**src/rtl/sram_ctrl_pkg.sv**
```systemverilog
// Shared types and default timing for the SRAM sequencing controller.
package sram_ctrl_pkg;

  typedef enum logic [1:0] {
    IDLE  = 2'd0,
    SETUP = 2'd1,
    WL    = 2'd2,
    HOLD  = 2'd3
  } state_t;

  localparam int unsigned DEF_ROWS      = 4;
  localparam int unsigned DEF_COLS      = 1;
  localparam int unsigned DEF_SETUP_CYC = 2;
  localparam int unsigned DEF_WL_CYC    = 2;
  localparam int unsigned DEF_HOLD_CYC  = 2;

  function automatic int unsigned max3(input int unsigned a, input int unsigned b,
                                       input int unsigned c);
    int unsigned m;
    m = (a > b) ? a : b;
    return (m > c) ? m : c;
  endfunction

endpackage

```
**src/rtl/sram_seq_ctrl.sv**
```systemverilog
// Request-driven sequencer for a small SRAM array: precharge/setup, word-line
// pulse, hold, then a completion pulse, all timed by one shared down-counter.
module sram_seq_ctrl
  import sram_ctrl_pkg::*;
#(
  parameter int unsigned ROWS      = DEF_ROWS,
  parameter int unsigned COLS      = DEF_COLS,
  parameter int unsigned SETUP_CYC = DEF_SETUP_CYC,
  parameter int unsigned WL_CYC    = DEF_WL_CYC,
  parameter int unsigned HOLD_CYC  = DEF_HOLD_CYC,
  localparam int unsigned ADDR_W   = (ROWS > 1) ? $clog2(ROWS) : 1
) (
  input  logic              clk,
  input  logic              rst,
  input  logic              req_valid,
  output logic              req_ready,
  input  logic              req_we,
  input  logic [ADDR_W-1:0] req_addr,
  input  logic [COLS-1:0]   req_wdata,
  output logic              rd_wr,
  output logic [COLS-1:0]   data_in,
  output logic [ROWS-1:0]   row,
  input  logic [COLS-1:0]   preout,
  output logic              rsp_valid,
  output logic [COLS-1:0]   rsp_rdata,
  output logic              rsp_err
);

  localparam int unsigned CNT_MAX = max3(SETUP_CYC, WL_CYC, HOLD_CYC) - 1;
  localparam int unsigned CNT_W   = (CNT_MAX > 0) ? $clog2(CNT_MAX + 1) : 1;
  localparam logic [ADDR_W:0] ROWS_L = (ADDR_W + 1)'(ROWS);

  if (SETUP_CYC < 1 || WL_CYC < 1 || HOLD_CYC < 1) begin : g_bad_timing
    $error("sram_seq_ctrl: SETUP_CYC, WL_CYC and HOLD_CYC must each be >= 1");
  end

  state_t            state;
  logic [CNT_W-1:0]  cnt;
  logic              we_q;
  logic [ADDR_W-1:0] addr_q;
  logic              addr_ok;

  // Address width can exceed the row count when ROWS is not a power of two.
  assign addr_ok   = ({1'b0, req_addr} < ROWS_L);
  assign req_ready = (state == IDLE);

  always_ff @(posedge clk) begin
    if (rst) begin
      state     <= IDLE;
      cnt       <= '0;
      we_q      <= 1'b0;
      addr_q    <= '0;
      row       <= '0;
      rd_wr     <= 1'b0;
      data_in   <= '0;
      rsp_rdata <= '0;
      rsp_valid <= 1'b0;
      rsp_err   <= 1'b0;
    end else begin
      rsp_valid <= 1'b0;
      rsp_err   <= 1'b0;
      unique case (state)
        IDLE: begin
          if (req_valid) begin
            if (addr_ok) begin
              state  <= SETUP;
              cnt    <= CNT_W'(SETUP_CYC - 1);
              we_q   <= req_we;
              addr_q <= req_addr;
              rd_wr  <= ~req_we;
              if (req_we) data_in <= req_wdata;
            end else begin
              rsp_err <= 1'b1;
            end
          end
        end
        SETUP: begin
          if (cnt == '0) begin
            state <= WL;
            cnt   <= CNT_W'(WL_CYC - 1);
            row   <= ROWS'(1) << addr_q;
          end else begin
            cnt <= cnt - 1'b1;
          end
        end
        WL: begin
          if (cnt == '0) begin
            state <= HOLD;
            cnt   <= CNT_W'(HOLD_CYC - 1);
            row   <= '0;
            if (!we_q) rsp_rdata <= preout;
          end else begin
            cnt <= cnt - 1'b1;
          end
        end
        HOLD: begin
          if (cnt == '0) begin
            state     <= IDLE;
            rd_wr     <= 1'b0;
            rsp_valid <= 1'b1;
          end else begin
            cnt <= cnt - 1'b1;
          end
        end
        default: state <= IDLE;
      endcase
    end
  end

endmodule

```
**config.mk**
```make
export PLATFORM = sky130hd
export DESIGN_NAME = sram_seq_ctrl
export DESIGN_NICKNAME = d
export VERILOG_FILES = /design/src/rtl/sram_ctrl_pkg.sv /design/src/rtl/sram_seq_ctrl.sv
export SDC_FILE = /design/constraint.sdc
export NUM_CORES = 1
export LEC_CHECK = 0
export ABC_AREA = 1
export CAP_MARGIN = 15
export CORE_MARGIN = 2
export CORE_UTILIZATION = 45
export CTS_CLUSTER_DIAMETER = 100
export CTS_CLUSTER_SIZE = 20
export DETAILED_ROUTE_END_ITERATION = 7
export GPL_TIMING_DRIVEN = 0
export PLACE_DENSITY_LB_ADDON = 0.3
export SLEW_MARGIN = 20
export SYNTH_ARGS = -nofsm -noshare
export SYNTH_HDL_FRONTEND = slang
export SYNTH_SLANG_ARGS = --single-unit
```
**constraint.sdc**
```tcl
create_clock -name clk -period 1.6 [get_ports clk]
set_clock_uncertainty 0.05 [all_clocks]
set_input_delay 0.48 -clock clk [delete_from_list [all_inputs] [get_ports clk]]
set_output_delay 0.48 -clock clk [all_outputs]
set_load 0.005 [all_outputs]
```
==> results.yml, run 1 <==
status:
  outcome: "finished, final reports clean"
synth:
  synth_cell_types: 15
  synth_top_cell_area_share: 0.392
  synth_cells: 104
  synth_top_cell_by_area: "dfxtp_1"
  ys_warn_count: 0
  ys_ff_latch: 14
  syn-cell-area_um2: 716
  syn_area_per_cell_um2: 6.88
  ys_seq_area_frac: 0.392
  synth_area_leaders: "dfxtp_1 39%, nand2_1 13%, ha_1 10%"
  postSynthNetCount: 118
place:
  place_area_um2: 896
  hpwlAfterDp_mm: 1.11
  place_congestion: 0.790
  dp_slack_ns: -0.194
  io_buffers: 16
route:
  num_vias: 692
  drtPass1Iterations: 4
  drtAntennaViolNets: 0
  drt_iter0_markers: 7
  drc: 0
  wl_per_cell_um: 10.5
  viasPerCell: 4.81
  drt_wl_total_mm: 1.51
sta:
  fin_setup_tns_ns: 0
  clock.fmax_mhz: 675
  min_period_ns: 1.48
  setup_viol: 0
  setup_ws_ns: 0.118
  finalHoldViolCount: 0
  report.final.slew_viol_count: 0
  finalCritPeriodShare: 0.926
  rsz0062_at_grt: "false"
critical_path:
  cp_cell_sequence: "inv_4 -> ha_4 -> clkbuf_2"
  cp.arrival_ns: 0.95
  startpoint_type: "flop"
  slowest_delay_ns: 0.37
  crit_type: "reg2out"
  path_buf_inv: 2
  cp_top_family: "flip-flops"
  crit_path_end_kind: "primary output"
  cp_max_fo: 3
  required_ns: 1.07
  cp_slowest_cell: "dfxtp_4"
global_route:
  antenna_found_initial: 0
  grt_overflow: 0
  grt_pass1_vias: 641
  grt_pass1_wl_mm: 2.53
  grt_max_degree: 10
  track_usage: 0.180
run:
  max_cap_viol_count: 0
pwr:
  peakVddDrop_mv: 0.929
  leakage_nw: 0.503
  power_density_nw_per_um2: 1910
floorplanning:
  die-area_um2: 1930
  fp.dieW_um: 43.9
  io_pins: 18
  fp.coreArea_um2: 1510
  start_util: 0.475
  die_y_um: 43.9
  fp-row-count: 14
cts:
  tritoncts: "built"
  clockBufferDepth: 2
  numClockSinks: 14
  root_buffer: "clkbuf_4"
  insertion_delay_ns: 0.28
  cts_buffers: 3
  htree_levels: 1
  cts_hold_buf: 0
  path_clk_slew_ns: 0.09
cells_and_area:
  fillers: 146
  final_cell_mix: "24 x nand2_1, 20 x nor2_1, 11 x inv_1"
  diodes: 0
  drive_above_1_share: 0.188
  areaGrowthSynthToFinish_pct: 36.0
  final_common_cell: "nand2_1"
  nets: 143
  final_area_um2: 973
  multiInputGateArea_um2: 388
  seq_area_um2: 292
worst_hold_path:
  hold_class: "reg2reg"
[logic make-up after synthesis]
| family | after synthesis | synth area share |
|---|---|---|
| compound gates | 12 | 0.0839 |
| fa+ha+maj | 6 | 0.105 |
| buf+inv | 15 | 0.0839 |
| flops | 14 | 0.392 |
| other cells | 1 | 0.00524 |
| simple gates | 56 | 0.330 |
[timing repair]
item,4_1_cts,5_1_grt
endpoints found under the setup margin,9,1
resized for setup,23,1
pin swaps,1,0
buffers inserted,4,0
[tightest hold or removal path, delay by kind of cell, from the launching register on]
kind            cells  cell delay [ns]
compound gates      1             0.05
flops               1             0.32
simple gates        1             0.06
[through the flow]
step                instances   util  power (mW)  hold WS (ns)
finish                    144  0.646        1.86         0.417
floorplan                 104      -        1.19         0.390
global placement          136  0.595        1.47         0.398
global route              144  0.646        2.04         0.448
detailed placement        136  0.595        1.50         0.409
CTS                       144  0.650        1.87         0.420
[layout make-up]
cell class | instances | share of cell area
inverters | 14 | 0.0566
well taps | 16 | 0.0206
multi-input cells | 75 | 0.398
flip-flops and latches | 14 | 0.299
repair buffers | 20 | 0.180
clock buffers | 4 | 0.0373
plain buffers | 1 | 0.00771
[cells in the mapped netlist, drive strengths merged]
library cell and number:
nor2 20, ha 6, o21ai 4, a21oi 8
or2 1, nor3 4, conb 1, nand2 26
inv 14, buf 1, nand3 5, dfxtp 14
[worst paths after layout]
| kind | slack (ns) | endpoint | cells after the start | start |
|---|---|---|---|---|
| worst max register to register | 0.17 | row[1] | 8 | state[0] |
| worst min-delay path | 0.42 | data_in | 2 | data_in |
| worst min register to register | 0.42 | data_in | 2 | data_in |
| worst max-delay path | 0.12 | req_ready | 3 | state[1] |
[sequential cells by signal (all words and copies together), names as in the netlist]
name / cells
rd_wr: 1
addr_q: 2
we_q: 1
rsp_valid: 1
state: 2
row: 4
cnt: 1
data_in: 1
rsp_rdata: 1
[metal layers]
metal | vias to the layer above | track usage | wire [um]
met4 | 0 | 0.115 | 37
met2 | 12 | 0.309 | 754
met3 | 4 | 0.0375 | 52
met5 | - | 0 | 0
li1 | 365 | - | -
met1 | 311 | 0.199 | 665
[power by group]
part	internal [mW]	total (mW)	switching [mW]
sequential	0.488	0.572	0.0846
clock	0.139	0.257	0.119
combinational	0.480	1.03	0.553
total	1.11	1.86	0.756
(Power assumes the default switching activity.)
==> run 2: changes to the inputs <==
--- a/config.mk
+++ b/config.mk
@@ -9,9 +9,10 @@
 export CAP_MARGIN = 15
 export CORE_MARGIN = 2
 export CORE_UTILIZATION = 45
-export CTS_CLUSTER_DIAMETER = 100
+export CTS_CLUSTER_DIAMETER = 150
 export CTS_CLUSTER_SIZE = 20
 export DETAILED_ROUTE_END_ITERATION = 7
+export DONT_BUFFER_PORTS = 1
 export GPL_TIMING_DRIVEN = 0
 export PLACE_DENSITY_LB_ADDON = 0.3
 export SLEW_MARGIN = 20
==> run 2 against run 1 <==
Against the previous run:
- fmax shrank 1.0%
- clock power is essentially flat
- non-clock buffer count shrank 20
- first-iteration DRC count shrank 43%
- final area shrank 19%
- worst setup slack lost 0.015 ns
- largest cell class unchanged
==> results.yml, run 2 (synthesized netlist as in run 1, its figures left out) <==
pwr:
  peakVddDrop_mv: 1.17
  power_density_nw_per_um2: 2070
  leakage_nw: 0.388
place:
  io_buffers: 0
  place_congestion: 0.787
  hpwlAfterDp_mm: 1.00
floorplanning:
  io_pins: 18
  die-area_um2: 1930
  fp.coreArea_um2: 1510
  die_y_um: 43.9
  start_util: 0.475
  fp-row-count: 14
  fp.dieW_um: 43.9
critical_path:
  cp.arrival_ns: 0.97
  crit_type: "reg2out"
  slowest_delay_ns: 0.41
  startpoint_type: "flop"
  cp_top_family: "flip-flops"
  cp_max_fo: 5
  path_buf_inv: 1
  cp_cell_sequence: "inv_2 -> ha_4"
  crit_path_end_kind: "primary output"
  required_ns: 1.07
  r2r_setup_slack_ns: 0.19
  cp_slowest_cell: "dfxtp_1"
cts:
  root_buffer: "clkbuf_4"
  path_clk_slew_ns: 0.09
  clockBufferDepth: 2
  numClockSinks: 14
  htree_levels: 1
  tritoncts: "built"
  insertion_delay_ns: 0.28
  cts_setup_buffers: 0
  cts_buffers: 3
status:
  outcome: "finished, final reports clean"
cells_and_area:
  diodes: 0
  regMostFlops: "row"
  top_regs: "row: 4 flops, addr_q: 2 flops, state: 2 flops"
  nets: 123
  final_common_cell: "nand2_1"
  largest_reg_flops: 4
  drive_above_1_share: 0.111
  areaGrowthSynthToFinish_pct: 9.79
  final_cell_mix: "24 x nand2_1, 20 x nor2_1, 13 x dfxtp_1"
sta:
  fin_setup_tns_ns: 0
  finalHoldViolCount: 0
  min_period_ns: 1.50
  report.final.slew_viol_count: 0
  finalCritPeriodShare: 0.936
  setup_viol: 0
  hold_slack_ns: 0.196
  rsz0062_at_grt: "false"
  clock.fmax_mhz: 668
route:
  drt_iter0_markers: 4
  drtAntennaViolNets: 0
  num_vias: 592
  drt_wl_total_mm: 1.30
  drc: 0
  drtPass1Iterations: 3
  wl_per_cell_um: 10.5
  viasPerCell: 4.77
global_route:
  grt_max_degree: 10
  grt_pass1_vias: 562
  grt_pass1_wl_mm: 2.37
  grt_overflow: 0
  antenna_found_initial: 0
  track_usage: 0.172
run:
  max_cap_viol_count: 0
worst_hold_path:
  hold_class: "in2reg"
[run 2: cell count changes in the layout (fill, tap and decap cells not counted), sizes merged]
| cell | delta |
|---|---|
| clkbuf | -1 |
| dlygate4sd2 | -8 |
| clkdlybuf4s50 | -7 |
| buf | -4 |
[run 2: final cells by class]
cell class | count | area [um^2]
Tap cell | 16 | 20.0
Multi-Input combinational cell | 75 | 388
Buffer | 1 | 7.51
Fill cell | 145 | 721
Sequential cell | 14 | 282
Inverter | 14 | 52.6
Clock buffer | 4 | 36.3
[run 2: worst paths after layout]
path,end,startpoint,cells after the start
worst max-delay path,req_ready,state[0],2
worst min-delay path,we_q,rst,1
worst max register to register,row[1],state[0],7
worst min register to register,we_q,we_q,2
[run 2: per-layer routing]
| layer | share of wire | up-vias | track usage |
|---|---|---|---|
| met3 | 0.045 | 2 | 0.0750 |
| met1 | 0.47 | 253 | 0.203 |
| li1 | - | 327 | - |
| met5 | 0 | - | 0 |
| met4 | 0.015 | 0 | 0.0727 |
| met2 | 0.47 | 10 | 0.271 |
[run 2: report_power, final]
part / leakage, nW / switching (mW) / internal (mW)
Clock: 0.0210 / 0.117 / 0.139
Combinational: 0.252 / 0.463 / 0.331
Sequential: 0.116 / 0.109 / 0.471
[run 2: timing repair]
action	CTS	global route
hold buffers	0	0
gates resized for setup	1	3
endpoints found under the setup margin	1	1
[run 2: stage by stage]
step	cell area (um^2)	instances	utilization	total power, mW	setup slack [ns]
after floorplan	716	104	-	1.19	0.291
after global placement	736	120	0.488	1.31	0.202
after detailed placement	736	120	0.488	1.33	0.165
after CTS	774	124	0.514	1.60	0.0330
after global routing	786	124	0.522	1.83	0.0320
final	786	124	0.522	1.63	0.103
[run 2: worst reg2reg max path: stages (launching register included)]
cell	delay (ns)
dfxtp_1	0.41
inv_2	0.09
ha_1	0.25
or2_4	0.28
nand2_4	0.09
nand2_1	0.05
nand2_1	0.05
nor2_1	0.04
==> run 3: changes to the inputs <==
--- a/config.mk
+++ b/config.mk
@@ -8,7 +8,7 @@
 export ABC_AREA = 1
 export CAP_MARGIN = 15
 export CORE_MARGIN = 2
-export CORE_UTILIZATION = 45
+export CORE_UTILIZATION = 50
 export CTS_CLUSTER_DIAMETER = 150
 export CTS_CLUSTER_SIZE = 20
 export DETAILED_ROUTE_END_ITERATION = 7
==> run 3 against run 2 <==
Against the previous run:
- global-route usage down 0.54 points
- critical endpoint unchanged
- combinational power about the same
- clock-buffer cell count unchanged
- sequential power about the same
- core utilization up 7.5 points
- register-to-register slack about the same
- final area unchanged
- power down 0.34%
- critical path type unchanged
- routed wire length down 1.2%
==> results.yml, run 3 (synthesized netlist as in run 1, its figures left out) <==
critical_path:
  startpoint_type: "flop"
  crit_path_end_kind: "primary output"
  cp.arrival_ns: 0.98
  required_ns: 1.07
  crit_type: "reg2out"
  cp_max_fo: 5
sta:
  setup_ws_ns: 0.0918
  min_period_ns: 1.51
  report.final.slew_viol_count: 0
  setup_viol: 0
  clock.fmax_mhz: 663
  finalHoldViolCount: 0
  finalCritPeriodShare: 0.943
  rsz0062_at_grt: "false"
  fin_setup_tns_ns: 0
route:
  viasPerCell: 4.81
  wl_per_cell_um: 10.5
  drtAntennaViolNets: 0
  drc: 0
  num_vias: 592
  drtPass1Iterations: 4
  drt_wl_total_mm: 1.29
  drt_iter0_markers: 12
cts:
  htree_levels: 1
  insertion_delay_ns: 0.28
  root_buffer: "clkbuf_4"
  numClockSinks: 14
  cts_buffers: 3
  path_clk_slew_ns: 0.08
  tritoncts: "built"
  clockBufferDepth: 2
  cts_setup_buffers: 0
pwr:
  peakVddDrop_mv: 0.956
  leakage_nw: 0.389
  power_density_nw_per_um2: 2070
cells_and_area:
  areaGrowthSynthToFinish_pct: 9.79
  final_common_cell: "nand2_1"
  regMostFlops: "row"
  drive_above_1_share: 0.111
  top_regs: "row: 4 flops, addr_q: 2 flops, state: 2 flops"
  largest_reg_flops: 4
  diodes: 0
  final_cell_mix: "24 x nand2_1, 20 x nor2_1, 13 x inv_1"
  nets: 123
floorplanning:
  fp-row-count: 13
  io_pins: 18
  start_util: 0.543
  die-area_um2: 1750
  die_y_um: 41.8
  fp.coreArea_um2: 1320
  fp.dieW_um: 41.8
global_route:
  grt_pass1_wl_mm: 2.20
  grt_max_degree: 10
  antenna_found_initial: 0
  grt_overflow: 0
  track_usage: 0.167
  grt_pass1_vias: 551
place:
  dp_slack_ns: 0.164
  hpwlAfterDp_um: 959
  place_congestion: 0.822
  io_buffers: 0
status:
  outcome: "finished, final reports clean"
run:
  max_cap_viol_count: 0
worst_hold_path:
  hold_class: "in2reg"
==> run 3: cell count changes in the layout (fill, tap and decap cells not counted) <==
cell,change
dfxtp_1,-1
dfxtp_2,+1
inv_1,+1
inv_2,-1
==> run 3: final timing paths <==
kind	cells past startpoint	endpoint	startpoint	slack (ns)
setup / recovery	2	req_ready	state[0]	0.09
hold / removal	1	data_in	rst	0.20
setup reg to reg	7	row[0]	state[0]	0.19
hold reg to reg	2	we_q	we_q	0.43
==> run 3: area by class of cell <==
class,instances,area (um^2)
inverters,14,52.6
fillers,121,532
flip-flops and latches,14,283
plain buffers,1,7.51
clock buffers,4,36.3
well taps,15,18.8
multi-input cells,75,388
==> run 3: timing repair <==
item / CTS / global route
resized for setup: 1 / 3
cloned: 0 / 0
setup endpoints to repair: 1 / 1
pin swaps: 0 / 0
hold buffers: 0 / 0
==> run 3: through the flow <==
stage / hold WS (ns) / instances / total power [mW] / area (um^2) / util
3_5_place_dp: 0.413 / 119 / 1.32 / 734 / 0.557
6_report: 0.203 / 123 / 1.62 / 786 / 0.596
4_1_cts: 0.199 / 123 / 1.60 / 773 / 0.587
2_1_floorplan: 0.390 / 104 / 1.19 / 716 / -
5_1_grt: 0.193 / 123 / 1.81 / 786 / 0.596
3_3_place_gp: 0.400 / 119 / 1.31 / 734 / 0.557
==> run 3: routing by layer <==
layer / part of all wire / vias up / track usage / routed length (um)
li1: - / 327 / - / -
met1: 0.46 / 249 / 0.195 / 590
met2: 0.46 / 11 / 0.256 / 596
met3: 0.039 / 5 / 0.0391 / 50
met4: 0.037 / 0 / 0.135 / 48
met5: 0 / - / 0 / 0
==> run 3: where the power goes <==
part           internal, mW  switching [mW]  total [mW]
combinational         0.329           0.462       0.792
clock                 0.139           0.116       0.254
sequential            0.474           0.104       0.578
==> run 3: critical path: stages (launching register included) <==
cell and delay (ns):
dfxtp_2 0.35, inv_1 0.16, ha_4 0.19
==> patch, RTL diff (config.mk and constraints of run 1) <==
The 4 states of `state_t` get a Gray code encoding in 2 bits.
--- a/src/rtl/sram_ctrl_pkg.sv
+++ b/src/rtl/sram_ctrl_pkg.sv
@@ -4,6 +4,6 @@
   typedef enum logic [1:0] {
-    IDLE  = 2'd0,
-    SETUP = 2'd1,
-    WL    = 2'd2,
-    HOLD  = 2'd3
+    IDLE  = 2'b00,
+    SETUP = 2'b01,
+    WL    = 2'b11,
+    HOLD  = 2'b10
   } state_t;
Check against the original RTL: same outputs for any inputs over 10 cycles, from zero or initial values and one cycle with rst high; not proved beyond that.
==> patch against run 1 <==
- synthesized cell count down 26%
- critical endpoint unchanged
- global-route usage increased by 1.4 points
- utilization up 4.6 points
- worst setup slack worse by 0.032 ns
- critical path type unchanged
- design area decreased by 19%
- area after synthesis shrank 20%
- sequential share of layout area is 6.7 points higher
- highest routed layer unchanged
- wire length shrank 23%
- sequential cell count is the same
- critical path depth decreased by 1
Power is not compared: it rests on default switching activity, and its combinational part moved more than twofold at a synthesized area within 25%.
==> patch: results (changes against run 1) <==
CTS
  – Setup Fix Bufs, Post-CTS: 2 (was 4)
  – Num CTS Buffers: 3 (unchanged)
  – Post-cts gate resize count: 15 (was 23)
  – Post-CTS Hold Buffers: 0 (unchanged)
  – Clk buf depth: 2 (unchanged)
  – Root Buffer: clkbuf_4 (unchanged)
  – Clock Pin Slew Worst Setup and Hold Paths: 0.08 ns
  – H-tree Lvls: 1 (unchanged)
  – Clock latency on the worst-skew pair: 0.29 ns

Route
  – Total number of vias: 531 (was 692)
  – TritonRoute pass-1 iters: 4 (unchanged)
  – Wire per inst: 10.4 µm (was 10.5 µm)
  – Drt initial violations: 10 (was 7)
  – Routed vias/inst: 4.74 (was 4.81)

Power and ir drop
  – Net Sw Power: 212 µW
  – Pleak: 0.000370 µW
  – Clock power share: 0.327
  – VDD IR max: 0.542 mV
  – Combinational cell fraction of total power: 0.170

Synth
  – Syn nets: 85 (was 118)
  – Yosys warnings: 0 (unchanged)
  – Top cells by count, synth: 14 x dfxtp_1, 13 x nand2_1, 10 x a21oi_1, 10 x inv_1, 10 x nor2_1 (was 24 x nand2_1, 20 x nor2_1, 14 x dfxtp_1)
  – Mean area per synthesized cell: 7.44 µm² (was 6.88 µm²)
  – Top FF cell, synth: dfxtp_1 (unchanged)
  – Unique masters post-synth: 15 (unchanged)
  – Synth area leaders: dfxtp_1 49%, a21oi_1 8.7%, nand2_1 8.5% (was dfxtp_1 39%, nand2_1 13%, ha_1 10%)
  – Asr flop ratio synth: 0 (unchanged)
  – Post-synthesis sequential area ratio: 0.489 (was 0.392)

Place
  – DP Area: 741 µm² (was 896 µm²)
  – Cells after DPL: 106 (was 136)
  – DP HPWL: 870 µm (was 1110 µm)
  – Placer Congestion: 0.751 (was 0.790)
  – Port buffer count: 15 (was 16)
  – Setup slack at placement: -0.00583 ns (was -0.194 ns)

Worst hold path
  – Worst hold path class: reg2reg (unchanged)

Layout
  – Ant. Diodes: 0 (unchanged)
  – Largest Register: row (unchanged)
  – Final #Nets: 107 (was 143)
  – Layout cell share with drive strength beyond 1: 0.194 (was 0.188)
  – Biggest regs: row (4), addr_q (2), state (2) (unchanged)

Critical path
  – Worst EP arrival: 0.98 ns (was 0.95 ns)
  – Critical path peak fanout: 2 (was 3)
  – Crit-path max cell delay: 0.36 ns
  – Delay-heaviest family, CP: flip-flops (unchanged)
  – Slowest stage cell, crit path: dfxtp_4 (unchanged)

Global route
  – Vias in the first global route: 481 (was 641)
  – Total GRT Usage: 0.194 (was 0.180)
  – Largest net degree at the start of global routing: 11 (was 10)
  – Initial antenna violation count: 0 (unchanged)
  – First-pass GRT wire length: 1940 µm (was 2530 µm)

Outcome
  – Status: complete, no violations (unchanged)
-- patch: worst reg2reg max path: cells and delay by family (launching register included) --
kind,cells,cell delay [ns]
AO/OA/AOI/OAI,1,0.17
AND/OR/NAND/NOR,3,0.24
buffers and inverters,1,0.13
flip-flops,1,0.36
-- patch: cell type report --
cell class | count | area [µm²]
fillers | 97 | 352
flip-flops and latches | 14 | 289
multi-input cells | 49 | 235
repair buffers | 17 | 154
inverters | 12 | 45.0
clock buffers | 4 | 36.3
well taps | 14 | 17.5
plain buffers | 2 | 12.5
-- patch: kinds of logic (layout without fill, tap and decap cells) --
| group | count (synthesis) | in the layout | share of synthesized area |
|---|---|---|---|
| other | 1 | 1 | 0.00654 |
| buffers and inverters | 14 | 35 | 0.100 |
| DFF | 14 | 14 | 0.489 |
| AOI/OAI and AO/OA | 14 | 14 | 0.122 |
| and+or+nand+nor | 34 | 34 | 0.282 |
-- patch: final timing paths --
kind	to	depth (start not counted)	slack, ns	startpoint
hold reg to reg	rd_wr	2	0.41	rd_wr
setup / recovery	req_ready	2	0.09	state[1]
setup reg to reg	addr_q[0]	5	0.55	state[1]
hold / removal	rd_wr	2	0.41	rd_wr
-- patch: metal layers --
layer  part of all wire  up-vias  GRT usage
met5                  0        -          0
met4              0.011        0      0.103
met3              0.066        4      0.102
met2               0.44       16      0.275
met1               0.48      226      0.232
li1                   -      285          -
-- patch: metrics by stage --
stage          utilization  total power, µW  hold slack [ns]  setup TNS (ns)
6_report             0.692              790            0.407               0
5_1_grt              0.692              834            0.430               0
4_1_cts              0.692              803            0.407               0
3_5_place_dp         0.649              540            0.400        -0.00583
3_3_place_gp         0.649              534            0.400               0
2_1_floorplan            -              479            0.390               0
